**config.mk**
```make
export PLATFORM = sky130hd
export DESIGN_NAME = coco_ram_arbiter
export DESIGN_NICKNAME = d
export VERILOG_FILES = /design/src/rtl/coco_ram_arbiter.sv
export SDC_FILE = /design/constraint.sdc
export NUM_CORES = 1
export LEC_CHECK = 0
export BUFFER_PORTS_ARGS = -buffer_cell sky130_fd_sc_hd__buf_4
export CAP_MARGIN = 25
export CORE_MARGIN = 3
export CORE_UTILIZATION = 34
export DETAILED_ROUTE_END_ITERATION = 8
export PLACE_DENSITY_LB_ADDON = 0.2
export RECOVER_POWER = 25
export SLEW_MARGIN = 30
export SYNTH_ARGS = -nofsm -noshare
export SYNTH_HDL_FRONTEND = slang
export SYNTH_SLANG_ARGS = --single-unit
export TNS_END_PERCENT = 50
```
**constraint.sdc**
```tcl
create_clock -name clk -period 1.6 [get_ports clk]
set_input_delay 0.16 -clock clk [delete_from_list [all_inputs] [get_ports clk]]
set_output_delay 0.16 -clock clk [all_outputs]
set_load 0.02 [all_outputs]
```
**src/rtl/coco_ram_arbiter.sv**
```systemverilog
// Time-slot arbiter for the shared CoCo system RAM port: VDG in slot 0, CPU in slot 2,
// loader DMA write FIFO in slots 1/3 and any free slot. DMA path present only with COCO_RAM_ARB_DMA_EN.
module coco_ram_arbiter #(
  parameter int ADDR_W     = 16,
  parameter int FIFO_DEPTH = 4
) (
  input  logic              clk,
  input  logic              reset,
  input  logic              clk_ena,
  input  logic              cpu_ram_cs,
  input  logic              cpu_rw,
  input  logic [ADDR_W-1:0] cpu_addr,
  input  logic [7:0]        cpu_dout,
  output logic [7:0]        cpu_rdata,
  input  logic              vdg_req,
  input  logic [ADDR_W-1:0] vdg_addr,
  output logic [7:0]        vdg_data,
  output logic              vdg_valid,
  input  logic              dma_wr,
  input  logic [ADDR_W-1:0] dma_addr,
  input  logic [7:0]        dma_data,
  output logic              dma_ready,
  output logic [ADDR_W-1:0] ram_addr,
  output logic [7:0]        ram_din,
  output logic              ram_we,
  output logic              ram_en,
  input  logic [7:0]        ram_q
);

  typedef enum logic [1:0] {
    SLOT_VDG   = 2'd0,
    SLOT_DMA_A = 2'd1,
    SLOT_CPU   = 2'd2,
    SLOT_DMA_B = 2'd3
  } slot_t;

  slot_t slot, slot_nxt;

  logic              fifo_nonempty;
  logic [ADDR_W-1:0] head_addr;
  logic [7:0]        head_data;
  logic              dma_pop;
  logic              issue_cpu_rd;
  logic              issue_vdg_rd;
  logic              rd_pend_cpu;
  logic              rd_pend_vdg;

  // NOTE: sequential state uses non-blocking assignments so every register samples pre-edge values.
  always_ff @(posedge clk) begin
    if (reset) slot <= SLOT_VDG;
    else       slot <= slot_nxt;
  end

  always_comb begin
    slot_nxt = slot;
    if (clk_ena) begin
      unique case (slot)
        SLOT_VDG:   slot_nxt = SLOT_DMA_A;
        SLOT_DMA_A: slot_nxt = SLOT_CPU;
        SLOT_CPU:   slot_nxt = SLOT_DMA_B;
        default:    slot_nxt = SLOT_VDG;
      endcase
    end
  end

  // NOTE: every output of this block gets a default first, so no path can infer a latch.
  always_comb begin
    ram_en       = 1'b0;
    ram_we       = 1'b0;
    ram_addr     = '0;
    ram_din      = '0;
    issue_cpu_rd = 1'b0;
    issue_vdg_rd = 1'b0;
    dma_pop      = 1'b0;
    // The RAM port is driven only in the issue clk; reset masks it so nothing retires mid-reset.
    if (clk_ena && !reset) begin
      if (slot == SLOT_VDG && vdg_req) begin
        ram_en       = 1'b1;
        ram_addr     = vdg_addr;
        issue_vdg_rd = 1'b1;
      end else if (slot == SLOT_CPU && cpu_ram_cs) begin
        ram_en   = 1'b1;
        ram_addr = cpu_addr;
        if (!cpu_rw) begin
          ram_we  = 1'b1;
          ram_din = cpu_dout;
        end else begin
          issue_cpu_rd = 1'b1;
        end
      end else if (fifo_nonempty) begin
        ram_en   = 1'b1;
        ram_we   = 1'b1;
        ram_addr = head_addr;
        ram_din  = head_data;
        dma_pop  = 1'b1;
      end
    end
  end

  // ram_q is valid the clk after issue; reset drops any read still in flight.
  always_ff @(posedge clk) begin
    if (reset) begin
      rd_pend_cpu <= 1'b0;
      rd_pend_vdg <= 1'b0;
      cpu_rdata   <= 8'h00;
      vdg_data    <= 8'h00;
      vdg_valid   <= 1'b0;
    end else begin
      rd_pend_cpu <= issue_cpu_rd;
      rd_pend_vdg <= issue_vdg_rd;
      vdg_valid   <= rd_pend_vdg;
      if (rd_pend_cpu) cpu_rdata <= ram_q;
      if (rd_pend_vdg) vdg_data  <= ram_q;
    end
  end

`ifdef COCO_RAM_ARB_DMA_EN
  localparam int PTR_W = $clog2(FIFO_DEPTH);
  localparam int CNT_W = PTR_W + 1;
  localparam logic [CNT_W-1:0] DEPTH_CNT = CNT_W'(FIFO_DEPTH);

  logic [ADDR_W-1:0] fifo_addr [FIFO_DEPTH];
  logic [7:0]        fifo_data [FIFO_DEPTH];
  logic [PTR_W-1:0]  wr_ptr, rd_ptr;
  logic [CNT_W-1:0]  fifo_count;
  logic              dma_push;

  assign dma_ready     = !reset && (fifo_count < DEPTH_CNT);
  assign dma_push      = dma_wr && dma_ready;
  assign fifo_nonempty = (fifo_count != '0);
  assign head_addr     = fifo_addr[rd_ptr];
  assign head_data     = fifo_data[rd_ptr];

  // NOTE: FIFO storage is not reset; the cleared count alone marks its contents as invalid.
  always_ff @(posedge clk) begin
    if (dma_push) begin
      fifo_addr[wr_ptr] <= dma_addr;
      fifo_data[wr_ptr] <= dma_data;
    end
  end

  always_ff @(posedge clk) begin
    if (reset) begin
      wr_ptr     <= '0;
      rd_ptr     <= '0;
      fifo_count <= '0;
    end else begin
      if (dma_push) wr_ptr <= wr_ptr + 1'b1;
      if (dma_pop)  rd_ptr <= rd_ptr + 1'b1;
      unique case ({dma_push, dma_pop})
        2'b10:   fifo_count <= fifo_count + 1'b1;
        2'b01:   fifo_count <= fifo_count - 1'b1;
        default: fifo_count <= fifo_count;
      endcase
    end
  end
`else
  assign dma_ready     = 1'b0;
  assign fifo_nonempty = 1'b0;
  assign head_addr     = '0;
  assign head_data     = '0;

  wire unused_dma = ^{dma_wr, dma_addr, dma_data, dma_pop};
`endif

endmodule
```
==> metrics.yaml <==
rr_worst_depth: 4
io-pin-count: 123
relSlewSlack_pct: 66.3
ant_nets: 0
clkTransAtPathRegs_ns: 0.10
holdPathStages: 2
cts_hold_buf: 0
grtUsageTotal_pct: 18.3
diodes: 0
placed_area_mm2: 0.00183
synth_edf_count: 0
synth_area_leader_cell: "dfxtp_1"
crit_path_max_fanout: 5
clk_latency_ns: 0.28
layout_common_cells: "buf_4 (86), nor2_1 (19), dfxtp_1 (19)"
critPathLaunchType: "flop"
crit_type: "reg2out"
nets: 288
slowest_delay_ns: 0.35
final_common_cell: "buf_4"
clock_sink_count: 21
synthesis.nets: 192
seqPwrFrac_pct: 48.6
cts-root-buf: "clkbuf_4"
rows: 20
grt_pass1_vias: 1372
hp-class: "in2reg"
clock_path_buffers: 2
cts_made_buffers: 3
synthToLayoutAreaGrowth_pct: 84.8
synth.top_cell.area_share_pct: 37.7
num_vias: 1300
crit_chain: "inv_4 -> ha_4 -> buf_6 -> nand4b_4 -> nor4b_4 -> buf_4"
multi_input_area_um2: 773
placed_cells: 241
die-height_um: 63.3
via_per_inst: 5.20
final_cells: 250
cts_max_level: 1
met2_length_um: 1980
finClkSkew_ns: 0.00143
synth.distinct_cells: 25
synth.yosys.seq_area_share_pct: 37.7
reg2reg_to: "rd_pend_cpu$_SDFF_PP0_"
gp_congestion: 0.752
grt_pass1_wl_um: 6040
max_cap_violations: 0
fin_crit_sh_pct: 111
synth.avg_cell_area_um2: 10.0
hpwl_um: 2740
fin_ws_ns: -0.172
synth_flop_cell: "dfxtp_1"
power.total_mw: 1.13
arrival_ns: 1.61
p_leak_nw: 0.932
violations: "negative setup slack"
internal_power_mw: 0.822
holdPathEnd: "slot[1]$_SDFFE_PP0P_"
max_freq_mhz: 564
r2r_slack_ns: 0.41
hold_viol: 0
nFillCells: 276
cp_slowest_cell: "dfxtp_2"
drive_gt1_share_pct: 60.2
path_buf_inv: 3
finalSetupViolCount: 24
p_comb_share_pct: 30.7
core_mm2: 0.00310
cp-end-kind: "primary output"
power.switching_mw: 0.311
dieArea_mm2: 0.00400
power.density_mw_per_mm2: 550
synth_area_leaders: "dfxtp_1 (38%), mux2i_1 (15%), a32o_1 (14%)"
rsz0062_at_grt: "yes"
seq_area_um2: 425
antenna_found_initial: 0
crit-reg2reg-launch: "slot[0]$_SDFFE_PP0P_"
highest_layer: "met4"
drc: 0
outcome: "complete, but fails checks"
avgRoutedWirePerCell_um: 15.5
holdCritStartpoint: "reset"
clkPwrFrac_pct: 20.8
drtIter0Drc: 50
postSynthCellCount: 111
worstPathRequired_ns: 1.44
final_area_mm2: 0.00206
syn_area_mm2: 0.00111
gr-total-overflow: 0
final.min_clock_period_ns: 1.77
wl_met1_um: 1450
synth-seq-cells: 21
totalWireLength_um: 3870
ir_drop_mv: 0.312
grt_max_degree: 18
yosysWarnings: 0
drv_slew: 0
port_buffers: 96
cts_tree: "built"
firstDrtPassIters: 4
async_flop_share_pct: 0
wl_met3_um: 381
cpLargestDelayFamily: "simple AND/OR/NAND/NOR gates"
start_util_pct: 35.9
max_slew.worst_pin.slew_ns: 0.505
die_w_um: 63.3
power.share.switching_pct: 27.5
## logic make-up after synthesis
kind of cell             count (synthesis)  share of synthesized area (%)
AND/OR/NAND/NOR                         37                           19.5
AO/OA/AOI/OAI                           18                           15.5
buffers and inverters                   15                           9.43
flip-flops                              21                           37.7
adder cells (fa/ha/maj)                  2                           2.24
other                                    1                          0.336
multiplexers                            17                           15.3
## through the flow
stage	hold WS, ns	TNS [ns]	worst slack (ns)	utilization (%)
finish	0.102	-3.14	-0.172	66.4
global placement	0.374	-0.358	-0.0452	58.9
CTS	0.0924	-3.53	-0.163	63.8
detailed placement	0.394	-1.27	-0.0896	58.9
global route	0.0970	-5.49	-0.285	66.4
floorplan	0.307	-1.75	-0.219	-
## timing repair
item / in CTS / in global routing
resized for setup: 22 / 20
endpoints found under the setup margin: 25 / 26
cloned: 2 / 1
hold endpoints to repair: 0 / 0
pin swaps: 5 / 3
buffers inserted: 1 / 1
## flip-flops by register name, summed over array words and instances (netlist names)
name	flops
vdg_valid	1
vdg_data	8
rd_pend_vdg	1
rd_pend_cpu	1
cpu_rdata	8
slot	2
## power by group through the flow
stage	Clock (mW)	Sequential [mW]	Combinational, mW
after floorplan	0	0.563	0.122
after global placement	0	0.559	0.274
after detailed placement	0	0.560	0.282
after CTS	0.248	0.551	0.315
after global routing	0.270	0.553	0.374
final	0.236	0.551	0.347
## final cells by class
cell class / instances / area share [%]
Clock buffer: 4 / 1.28
Inverter: 2 / 0.486
Multi-Input combinational cell: 78 / 37.5
Sequential cell: 21 / 20.6
Tap cell: 44 / 2.67
Timing Repair Buffer: 101 / 37.4
## how the worst max path moves through the flow
| stage | from | end | slack [ns] | cells past startpoint |
|---|---|---|---|---|
| 2_1_floorplan | slot[0]$_SDFFE_PP0P_ | ram_din[0] | -0.22 | 5 |
| 3_3_place_gp | slot[0]$_SDFFE_PP0P_ | ram_addr[12] | -0.05 | 5 |
| 3_5_place_dp | slot[0]$_SDFFE_PP0P_ | ram_addr[13] | -0.09 | 5 |
| 4_1_cts | slot[0]$_SDFFE_PP0P_ | ram_addr[13] | -0.16 | 6 |
| 5_1_grt | slot[0]$_SDFFE_PP0P_ | ram_din[1] | -0.28 | 6 |
| 6_report | slot[0]$_SDFFE_PP0P_ | ram_din[0] | -0.17 | 6 |
## synth_stat cells (2+ instances only)
| cell | n |
|---|---|
| a32o_1 | 16 |
| buf_1 | 2 |
| buf_2 | 3 |
| buf_6 | 4 |
| clkbuf_1 | 2 |
| dfxtp_1 | 21 |
| ha_1 | 2 |
| inv_1 | 2 |
| mux2i_1 | 17 |
| nand2_1 | 2 |
| nor2_1 | 19 |
| nor4b_1 | 8 |
## routing by layer
layer	up-vias	global-route usage, %
met5	-	0
met4	0	6.47
met3	6	4.28
met2	70	33.6
met1	611	20.3
li1	613	-
## worst reg2reg max path, delay by kind of cell (launching register included)
family | cells | cell delay, ns
buf+inv | 1 | 0.07
flops | 1 | 0.35
fa+ha+maj | 1 | 0.14
simple gates | 2 | 0.59
No activity file was read; power rests on OpenSTA's default activity.
